File: config.mk
export PLATFORM = sky130hd
export DESIGN_NAME = alu_ctrl_seq_flat
export DESIGN_NICKNAME = d
export VERILOG_FILES = /design/src/rtl/alu_ctrl_seq_pkg.sv /design/src/rtl/alu_ctrl_seq_if.sv /design/src/rtl/alu_ctrl_seq_dec.sv /design/src/rtl/alu_ctrl_seq.sv /design/src/flat_wrapper.sv
export SDC_FILE = /design/constraint.sdc
export NUM_CORES = 1
export LEC_CHECK = 0
export BUFFER_PORTS_ARGS = -buffer_cell sky130_fd_sc_hd__buf_2
export CORE_UTILIZATION = 55
export CTS_BUF_LIST = sky130_fd_sc_hd__clkbuf_4 sky130_fd_sc_hd__clkbuf_8
export CTS_CLUSTER_DIAMETER = 100
export DETAILED_ROUTE_END_ITERATION = 7
export GPL_TIMING_DRIVEN = 0
export PLACE_DENSITY = 0.83
export SETUP_SLACK_MARGIN = 0.02
export SKIP_LAST_GASP = 1
export SYNTH_ARGS = -nofsm -noshare
export SYNTH_HDL_FRONTEND = slang
export SYNTH_SLANG_ARGS = --single-unit
File: constraint.sdc
create_clock -name clk -period 3.29 [get_ports clk]
set_clock_uncertainty 0.15 [all_clocks]
set_input_delay 0.658 -clock clk [delete_from_list [all_inputs] [get_ports clk]]
set_output_delay 0.658 -clock clk [all_outputs]
set_load 0.05 [all_outputs]
File: src/rtl/alu_ctrl_seq_pkg.sv
// -----------------------------------------------------------------------------
// alu_ctrl_seq_pkg
// Shared constants for the ID->EX ALU control slice:
//   OP_*      5-bit ALU operation encodings (bit 4 set = M-extension op)
//   ALUOP_*   2-bit coarse op class from the main decoder
//   FUNCT7_*  funct7 patterns that select base / alternate / mul-div ops
// Helpers:
//   base_op() maps funct3 to the base integer op (funct7 = 0000000 meaning)
//   is_div()  tells DIV*/REM* apart from MUL* within the M-extension group
// -----------------------------------------------------------------------------
package alu_ctrl_seq_pkg;

   localparam logic [4:0] OP_AND    = 5'b00000;
   localparam logic [4:0] OP_OR     = 5'b00001;
   localparam logic [4:0] OP_ADD    = 5'b00010;
   localparam logic [4:0] OP_XOR    = 5'b00011;
   localparam logic [4:0] OP_SLL    = 5'b00100;
   localparam logic [4:0] OP_SRL    = 5'b00101;
   localparam logic [4:0] OP_SUB    = 5'b00110;
   localparam logic [4:0] OP_SRA    = 5'b00111;
   localparam logic [4:0] OP_SLT    = 5'b01000;
   localparam logic [4:0] OP_SLTU   = 5'b01001;
   localparam logic [4:0] OP_PASSB  = 5'b01010;
   localparam logic [4:0] OP_MUL    = 5'b10000;
   localparam logic [4:0] OP_MULH   = 5'b10001;
   localparam logic [4:0] OP_MULHSU = 5'b10010;
   localparam logic [4:0] OP_MULHU  = 5'b10011;
   localparam logic [4:0] OP_DIV    = 5'b10100;
   localparam logic [4:0] OP_DIVU   = 5'b10101;
   localparam logic [4:0] OP_REM    = 5'b10110;
   localparam logic [4:0] OP_REMU   = 5'b10111;

   localparam logic [1:0] ALUOP_MEM    = 2'b00;
   localparam logic [1:0] ALUOP_BRANCH = 2'b01;
   localparam logic [1:0] ALUOP_ARITH  = 2'b10;
   localparam logic [1:0] ALUOP_LUI    = 2'b11;

   localparam logic [6:0] FUNCT7_BASE   = 7'b0000000;
   localparam logic [6:0] FUNCT7_ALT    = 7'b0100000;
   localparam logic [6:0] FUNCT7_MULDIV = 7'b0000001;

   // Base integer op selected by funct3 when funct7 carries no modifier.
   function automatic logic [4:0] base_op(input logic [2:0] f3);
      logic [4:0] op;
      case (f3)
         3'b000:  op = OP_ADD;
         3'b001:  op = OP_SLL;
         3'b010:  op = OP_SLT;
         3'b011:  op = OP_SLTU;
         3'b100:  op = OP_XOR;
         3'b101:  op = OP_SRL;
         3'b110:  op = OP_OR;
         default: op = OP_AND;
      endcase
      return op;
   endfunction

   // Within the M group, funct3[2] (op bit 2) separates DIV/REM from MUL.
   function automatic logic is_div(input logic [4:0] op);
      return op[4] && op[2];
   endfunction

endpackage

File: src/rtl/alu_ctrl_seq_if.sv
// -----------------------------------------------------------------------------
// alu_ctrl_seq_if
// Request/response bundle between ID (master) and the ALU control stage (slave).
//   flush                       squash held op and EX occupancy
//   in_valid/in_ready           request handshake
//   aluop/funct3/funct7/is_imm  instruction fields to decode
//   out_valid/out_ready         decoded-op handshake toward EX
//   operation/multicycle/illegal decoded result
//   busy                        EX occupied by a multi-cycle op
// -----------------------------------------------------------------------------
interface alu_ctrl_seq_if #(
   parameter int OP_W = 5
);
   logic            flush;
   logic            in_valid;
   logic            in_ready;
   logic [1:0]      aluop;
   logic [2:0]      funct3;
   logic [6:0]      funct7;
   logic            is_imm;
   logic            out_valid;
   logic            out_ready;
   logic [OP_W-1:0] operation;
   logic            multicycle;
   logic            illegal;
   logic            busy;

   modport master (
      output flush, in_valid, aluop, funct3, funct7, is_imm, out_ready,
      input  in_ready, out_valid, operation, multicycle, illegal, busy
   );

   modport slave (
      input  flush, in_valid, aluop, funct3, funct7, is_imm, out_ready,
      output in_ready, out_valid, operation, multicycle, illegal, busy
   );
endinterface

File: src/rtl/alu_ctrl_seq_dec.sv
// -----------------------------------------------------------------------------
// alu_ctrl_seq_dec
// Pure combinational decode of aluop/funct3/funct7/is_imm into an ALU op code.
// Ports:
//   aluop, funct3, funct7, is_imm  in   instruction fields
//   operation                      out  OP_W-bit op code (zero-extended)
//   multicycle                     out  op is an M-extension op
//   illegal                        out  encoding not recognised; op forced to ADD
// -----------------------------------------------------------------------------
module alu_ctrl_seq_dec
   import alu_ctrl_seq_pkg::*;
#(
   parameter int OP_W = 5,
   parameter bit EN_M = 1'b1
) (
   input  logic [1:0]      aluop,
   input  logic [2:0]      funct3,
   input  logic [6:0]      funct7,
   input  logic            is_imm,
   output logic [OP_W-1:0] operation,
   output logic            multicycle,
   output logic            illegal
);

   logic [4:0] op5;
   logic       mc;
   logic       ill;
   logic       shift_f3;

   always_comb begin
      op5      = OP_ADD;
      mc       = 1'b0;
      ill      = 1'b0;
      shift_f3 = (funct3 == 3'b001) || (funct3 == 3'b101);

      case (aluop)
         ALUOP_MEM: op5 = OP_ADD;
         ALUOP_BRANCH: begin
            case (funct3[2:1])
               2'b00:   op5 = OP_SUB;
               2'b10:   op5 = OP_SLT;
               2'b11:   op5 = OP_SLTU;
               default: ill = 1'b1;
            endcase
         end
         ALUOP_ARITH: begin
            if (is_imm) begin
               // Only the shift immediates carry meaning in funct7.
               if (!shift_f3 || (funct7 == FUNCT7_BASE)) begin
                  op5 = base_op(funct3);
               end else if ((funct3 == 3'b101) && (funct7 == FUNCT7_ALT)) begin
                  op5 = OP_SRA;
               end else begin
                  ill = 1'b1;
               end
            end else begin
               case (funct7)
                  FUNCT7_BASE: op5 = base_op(funct3);
                  FUNCT7_ALT: begin
                     if (funct3 == 3'b000)      op5 = OP_SUB;
                     else if (funct3 == 3'b101) op5 = OP_SRA;
                     else                       ill = 1'b1;
                  end
                  FUNCT7_MULDIV: begin
                     if (EN_M) begin
                        op5 = {2'b10, funct3};
                        mc  = 1'b1;
                     end else begin
                        ill = 1'b1;
                     end
                  end
                  default: ill = 1'b1;
               endcase
            end
         end
         default: op5 = OP_PASSB;
      endcase

      // Illegal encodings still flow to EX as a harmless ADD for the trap path.
      if (ill) begin
         op5 = OP_ADD;
         mc  = 1'b0;
      end
   end

   assign operation  = OP_W'(op5);
   assign multicycle = mc;
   assign illegal    = ill;

endmodule

File: src/rtl/alu_ctrl_seq.sv
// -----------------------------------------------------------------------------
// alu_ctrl_seq
// Registered, handshaked ALU control between ID and EX. Decodes each accepted
// request (latency 1), holds the result until EX takes it, and tracks EX
// occupancy for multi-cycle MUL/DIV ops so that decode stalls while EX is busy.
// Ports:
//   clk    in  clock
//   rst_n  in  asynchronous active-low reset
//   bus    slave side of alu_ctrl_seq_if (handshakes, fields, decoded op, busy)
// -----------------------------------------------------------------------------
module alu_ctrl_seq
   import alu_ctrl_seq_pkg::*;
#(
   parameter int OP_W    = 5,
   parameter bit EN_M    = 1'b1,
   parameter int MUL_LAT = 3,
   parameter int DIV_LAT = 32
) (
   input  logic          clk,
   input  logic          rst_n,
   alu_ctrl_seq_if.slave bus
);

   localparam int MAX_LAT = (MUL_LAT > DIV_LAT) ? MUL_LAT : DIV_LAT;
   localparam int CNT_W   = $clog2(MAX_LAT + 1);
   localparam logic [CNT_W-1:0] MUL_LOAD = CNT_W'(MUL_LAT - 1);
   localparam logic [CNT_W-1:0] DIV_LOAD = CNT_W'(DIV_LAT - 1);

   logic [OP_W-1:0]  dec_op;
   logic             dec_mc;
   logic             dec_ill;

   logic [OP_W-1:0]  op_p1;
   logic             mc_p1;
   logic             ill_p1;
   logic             vld_p1;
   logic [CNT_W-1:0] cnt;

   logic             busy;
   logic             in_rdy;
   logic             accept;
   logic             out_hs;

   alu_ctrl_seq_dec #(
      .OP_W (OP_W),
      .EN_M (EN_M)
   ) u_dec (
      .aluop      (bus.aluop),
      .funct3     (bus.funct3),
      .funct7     (bus.funct7),
      .is_imm     (bus.is_imm),
      .operation  (dec_op),
      .multicycle (dec_mc),
      .illegal    (dec_ill)
   );

   assign busy   = (cnt != '0);
   assign in_rdy = !bus.flush && !busy && (!vld_p1 || bus.out_ready);
   assign accept = bus.in_valid && in_rdy;
   assign out_hs = vld_p1 && bus.out_ready;

   // p0 -> p1: decoded op register, held until EX handshakes.
   always_ff @(posedge clk or negedge rst_n) begin
      if (!rst_n) begin
         vld_p1 <= 1'b0;
         op_p1  <= '0;
         mc_p1  <= 1'b0;
         ill_p1 <= 1'b0;
      end else if (bus.flush) begin
         vld_p1 <= 1'b0;
      end else if (accept) begin
         vld_p1 <= 1'b1;
         op_p1  <= dec_op;
         mc_p1  <= dec_mc;
         ill_p1 <= dec_ill;
      end else if (out_hs) begin
         vld_p1 <= 1'b0;
      end
   end

   // EX occupancy: loaded when a multi-cycle op leaves, counts down to idle.
   // A fresh load wins over the countdown so back-to-back M ops re-arm it.
   always_ff @(posedge clk or negedge rst_n) begin
      if (!rst_n) begin
         cnt <= '0;
      end else if (bus.flush) begin
         cnt <= '0;
      end else if (out_hs && mc_p1) begin
         cnt <= is_div(op_p1[4:0]) ? DIV_LOAD : MUL_LOAD;
      end else if (busy) begin
         cnt <= cnt - CNT_W'(1);
      end
   end

   assign bus.in_ready   = in_rdy;
   assign bus.out_valid  = vld_p1;
   assign bus.operation  = op_p1;
   assign bus.multicycle = mc_p1;
   assign bus.illegal    = ill_p1;
   assign bus.busy       = busy;

endmodule

File: src/flat_wrapper.sv
// flat-port wrapper written by rule: the top's interface ports become plain ports
module alu_ctrl_seq_flat import alu_ctrl_seq_pkg::*;
#(
   parameter int OP_W    = 5,
   parameter bit EN_M    = 1'b1,
   parameter int MUL_LAT = 3,
   parameter int DIV_LAT = 32
)
  (clk, rst_n, bus_flush, bus_in_valid, bus_aluop, bus_funct3, bus_funct7, bus_is_imm, bus_out_ready, bus_in_ready, bus_out_valid, bus_operation, bus_multicycle, bus_illegal, bus_busy);
  alu_ctrl_seq_if #(.OP_W(OP_W)) bus_i ();
  input  logic clk;
  input  logic rst_n;
  input wire logic [$bits(bus_i.flush)-1:0] bus_flush;
  input wire logic [$bits(bus_i.in_valid)-1:0] bus_in_valid;
  input wire logic [$bits(bus_i.aluop)-1:0] bus_aluop;
  input wire logic [$bits(bus_i.funct3)-1:0] bus_funct3;
  input wire logic [$bits(bus_i.funct7)-1:0] bus_funct7;
  input wire logic [$bits(bus_i.is_imm)-1:0] bus_is_imm;
  input wire logic [$bits(bus_i.out_ready)-1:0] bus_out_ready;
  output wire logic [$bits(bus_i.in_ready)-1:0] bus_in_ready;
  output wire logic [$bits(bus_i.out_valid)-1:0] bus_out_valid;
  output wire logic [$bits(bus_i.operation)-1:0] bus_operation;
  output wire logic [$bits(bus_i.multicycle)-1:0] bus_multicycle;
  output wire logic [$bits(bus_i.illegal)-1:0] bus_illegal;
  output wire logic [$bits(bus_i.busy)-1:0] bus_busy;
  assign bus_i.flush = bus_flush;
  assign bus_i.in_valid = bus_in_valid;
  assign bus_i.aluop = bus_aluop;
  assign bus_i.funct3 = bus_funct3;
  assign bus_i.funct7 = bus_funct7;
  assign bus_i.is_imm = bus_is_imm;
  assign bus_i.out_ready = bus_out_ready;
  assign bus_in_ready = bus_i.in_ready;
  assign bus_out_valid = bus_i.out_valid;
  assign bus_operation = bus_i.operation;
  assign bus_multicycle = bus_i.multicycle;
  assign bus_illegal = bus_i.illegal;
  assign bus_busy = bus_i.busy;
  alu_ctrl_seq #(.OP_W(OP_W), .EN_M(EN_M), .MUL_LAT(MUL_LAT), .DIV_LAT(DIV_LAT)) u_core (.clk(clk), .rst_n(rst_n), .bus(bus_i));
endmodule
==> PnR_summary.wiki <==
{| class="wikitable"
! Metric !! Value
|-
| Number of cells upsized or downsized after cts || 0
|-
| Required time at the worst-slack endpoint || 2.48 ns
|-
| Leakage power summed over all cells || 0.595 nW
|-
| Worst R2R Start || u_core.cnt[2]$_DFFE_PN0P_
|-
| Initial core utilization || 60.4%
|-
| Unrepaired setup endpoints after global routing || no
|-
| Number of different library cells in the post-synthesis netlist || 42
|-
| Post-synthesis mux area share || 3.02%
|-
| DRC Markers || 0
|-
| Internal power summed over all cells || 457 uW
|-
| Final setup viols || 0
|-
| Final instance area || 1240 sq um
|-
| Chip width || 46.2 um
|-
| Worst relative slew slack || 73.9%
|-
| Slew at the pin closest to its max-slew limit || 0.391 ns
|-
| IO buf count || 23
|-
| Total via count after detailed routing || 977
|-
| Wire length of the first global-routing pass || 3390 um
|-
| Clock latency on the worst-skew pair || 0.27 ns
|-
| Number of I/O pins || 28
|-
| Share of synthesized area occupied by flip-flops and latches || 32.6%
|-
| FF+latch count, synth || 14
|-
| Worst supply voltage drop on vdd || 0.636 mV
|-
| Root buffer cell || sky130_fd_sc_hd__clkbuf_4
|-
| Global routing usage summed across all routing layers || 22.3%
|-
| Gate power share || 58.6%
|-
| Synth Area in Compound Gates || 18.8%
|-
| Largest net degree at the start of global routing || 15
|-
| Number of buffers added by the clock tree synthesis step || 3
|-
| Post-synthesis instance area || 1080 sq um
|-
| Synthesized-area fraction occupied by and/or/nand/nor cells || 27.1%
|-
| HPWL Detailed || 1770 um
|-
| Routed len/inst || 13.0 um
|-
| Die area || 2140 sq um
|-
| Diode count || 0
|-
| Chip Height || 46.2 um
|-
| Deepest clock path buffer count || 2
|-
| Router iterations before antenna repair || 4
|-
| Post-layout net count || 174
|-
| Gr ovfl total || 0
|-
| Antenna violations before repair || 0
|-
| Sequential Power Share || 31.0%
|-
| Number of nets with antenna violations after routing || 0
|-
| Post-synthesis average cell area || 8.75 sq um
|-
| Area added between synthesis and finish || 15.7%
|-
| Count of flip-flops with a built-in enable after synthesis || 0
|-
| Reg-to-Reg End || u_core.bus.operation[0]$_DFFE_PN0P_
|-
| F_max || 0.365 GHz
|-
| Fraction of registers with async set/reset || 100%
|-
| Share of post-route cells with drive strength above 1 || 30.2%
|-
| Outcome || finished clean
|-
| Accumulated negative setup slack || 0 ns
|-
| Proportion of total power due to net switching || 48.9%
|-
| GPL Wtd Cong || 0.939
|-
| WL final || 2260 um
|-
| Number of vias per cell after detailed routing || 5.61
|-
| Sink Count || 14
|-
| Setup slack of the most critical reg-to-reg path || 1.21 ns
|-
| Setup fix buffers added after clock tree synthesis || 0
|-
| Pwr Total || 894 uW
|-
| Number of cells on the worst reg-to-reg path || 5
|-
| Syn. warnings || 0
|-
| Vias in the first global route || 847
|-
| Cts-stage hold buffer count || 0
|-
| Number of standard cells after synthesis || 123
|-
| Element type at the critical path start || flop
|-
| Cell area after placement || 1220 sq um
|-
| DRC marker count from the first detailed-route iteration || 29
|-
| Fraction of synthesized cell area in xor and xnor cells || 4.07%
|-
| Net count of the mapped netlist || 146
|-
| Max cap viols || 0
|-
| Adder and majority cell fraction of the synthesized area || 5.81%
|-
| Combinational family with the most area after synthesis || simple AND/OR/NAND/NOR gates
|-
| Cell area power density || 718 nW/um^2
|-
| Critical path class || flop to primary output
|-
| Clock transition time at the flip-flop clock pins of the worst setup and hold paths || 0.08 ns
|-
| Path class of the lowest-slack min-delay path || input pin to async pin
|-
| Clock H-tree levels || 1
|-
| Count of standard-cell rows || 15
|-
| Clock network fraction of total power || 10.4%
|-
| Final hold violation count || 0
|-
| CTS tree || built
|-
| Crit path DAT || 1.93 ns
|-
| Count of pins over their slew limit || 0
|-
| Number of inserted filler cells in the final layout || 154
|-
| Final Cycle Share || 83.4%
|-
| Endpoint class of the critical path || primary output
|-
| Largest fanout of any net on the critical path || 4
|-
| Commonest register cell after synthesis || sky130_fd_sc_hd__dfrtp_1
|-
| Placeable core area || 1780 sq um
|-
| Shortest clock period the worst path allows after layout || 2.74 ns
|-
| Switch Pwr || 437 uW
|}
## sequential cells by signal (all words and copies together), names as in the netlist
name,count
u_core.cnt,6
u_core.bus.operation,5
u_core.bus.multicycle,1
u_core.bus.illegal,1
u_core.bus.out_valid,1
## per-layer routing
| layer | GRT usage [%] | share of wire [%] | vias to the layer above |
|---|---|---|---|
| li1 | - | - | 487 |
| met2 | 39.4 | 48 | 38 |
| met3 | 5.88 | 5.6 | 2 |
| met4 | 4.12 | 0.18 | 0 |
| met5 | 0 | 0 | - |
| met1 | 27.1 | 46 | 450 |
## synth_stat cells (2+ instances only)
cell                       n  area share (%)
sky130_fd_sc_hd__a21oi_1   9             4.2
sky130_fd_sc_hd__a31oi_1   2             1.2
sky130_fd_sc_hd__and2_1    2             1.2
sky130_fd_sc_hd__buf_6     2             2.1
sky130_fd_sc_hd__dfrtp_1  14              33
sky130_fd_sc_hd__ha_1      5             5.8
sky130_fd_sc_hd__inv_1     8             2.8
sky130_fd_sc_hd__mux2_2    2             2.1
sky130_fd_sc_hd__nand2_1  16             5.6
sky130_fd_sc_hd__nand3_1   5             2.3
sky130_fd_sc_hd__nor2_1    7             2.4
sky130_fd_sc_hd__nor3_1    4             1.9
sky130_fd_sc_hd__o21ai_0   8             3.7
sky130_fd_sc_hd__o21ai_1   5             2.3
sky130_fd_sc_hd__or2_2     2             1.2
sky130_fd_sc_hd__or2b_2    3             2.4
sky130_fd_sc_hd__xnor2_1   2             1.6
sky130_fd_sc_hd__xor2_1    3             2.4
## per-stage QoR
step	instances	setup WS (ns)	hold slack (ns)	utilization (%)
final	174	0.547	0.114	69.8
after global routing	174	0.459	0.127	69.8
after CTS	174	0.544	0.119	69.8
after detailed placement	171	0.753	0.318	68.6
after global placement	171	0.760	0.312	68.6
after floorplan	123	0.925	0.212	-
## layout make-up
type / count / area (sq um) / share of cell area (%)
Multi-Input combinational cell: 95 / 633 / 50.9
Tap cell: 25 / 31.3 / 2.51
Inverter: 8 / 30.0 / 2.41
Clock buffer: 3 / 22.5 / 1.81
Timing Repair Buffer: 23 / 115 / 9.25
Sequential cell: 14 / 350 / 28.1
Buffer: 6 / 62.6 / 5.03
## cells by family (layout without fill, tap and decap cells)
group | after synthesis | in the layout
AND/OR/NAND/NOR | 50 | 50
AO/OA/AOI/OAI | 32 | 32
flip-flops | 14 | 14
buffers and inverters | 14 | 40
adder cells (fa/ha/maj) | 5 | 5
XOR/XNOR | 5 | 5
multiplexers | 3 | 3
## how the worst max path moves through the flow
stage                               from                                   to  slack, ns  depth (start not counted)
6_report       u_core.cnt[2]$_DFFE_PN0P_                         bus_in_ready       0.55                          4
3_3_place_gp               bus_funct7[3]  u_core.bus.operation[0]$_DFFE_PN0P_       0.76                          6
5_1_grt        u_core.cnt[2]$_DFFE_PN0P_                         bus_in_ready       0.46                          4
3_5_place_dp               bus_funct7[3]  u_core.bus.operation[0]$_DFFE_PN0P_       0.75                          6
2_1_floorplan  u_core.cnt[2]$_DFFE_PN0P_                         bus_in_ready       0.92                          3
4_1_cts        u_core.cnt[2]$_DFFE_PN0P_                         bus_in_ready       0.54                          4
## worst max-delay path, cell delays in order (launching register included)
cell and delay [ns]:
sky130_fd_sc_hd__dfrtp_1 0.41, sky130_fd_sc_hd__or3_1 0.43, sky130_fd_sc_hd__nor3_2 0.34, sky130_fd_sc_hd__and2_1 0.21, sky130_fd_sc_hd__buf_2 0.27
## layout by cell type, fill, tap and decap left out, types with 2 or more instances in the layout
| cell type | instances |
|---|---|
| sky130_fd_sc_hd__a21oi_1 | 9 |
| sky130_fd_sc_hd__a31oi_1 | 2 |
| sky130_fd_sc_hd__and2_1 | 2 |
| sky130_fd_sc_hd__buf_2 | 23 |
| sky130_fd_sc_hd__buf_6 | 2 |
| sky130_fd_sc_hd__clkbuf_4 | 4 |
| sky130_fd_sc_hd__dfrtp_1 | 14 |
| sky130_fd_sc_hd__ha_1 | 5 |
| sky130_fd_sc_hd__inv_1 | 8 |
| sky130_fd_sc_hd__mux2_2 | 2 |
| sky130_fd_sc_hd__nand2_1 | 16 |
| sky130_fd_sc_hd__nand3_1 | 5 |
| sky130_fd_sc_hd__nor2_1 | 7 |
| sky130_fd_sc_hd__nor3_1 | 4 |
| sky130_fd_sc_hd__o21ai_0 | 8 |
| sky130_fd_sc_hd__o21ai_1 | 5 |
| sky130_fd_sc_hd__or2_2 | 2 |
| sky130_fd_sc_hd__or2b_2 | 3 |
| sky130_fd_sc_hd__xnor2_1 | 2 |
| sky130_fd_sc_hd__xor2_1 | 3 |
## power groups by stage
stage                     Clock [mW]  Combinational [mW]  Sequential (mW)
after floorplan                    0               0.320            0.367
after global placement             0               0.508            0.274
after detailed placement           0               0.521            0.279
after CTS                     0.0969               0.526            0.276
after global routing           0.102               0.571            0.283
final                         0.0934               0.523            0.277
(Power assumes the default switching activity.)
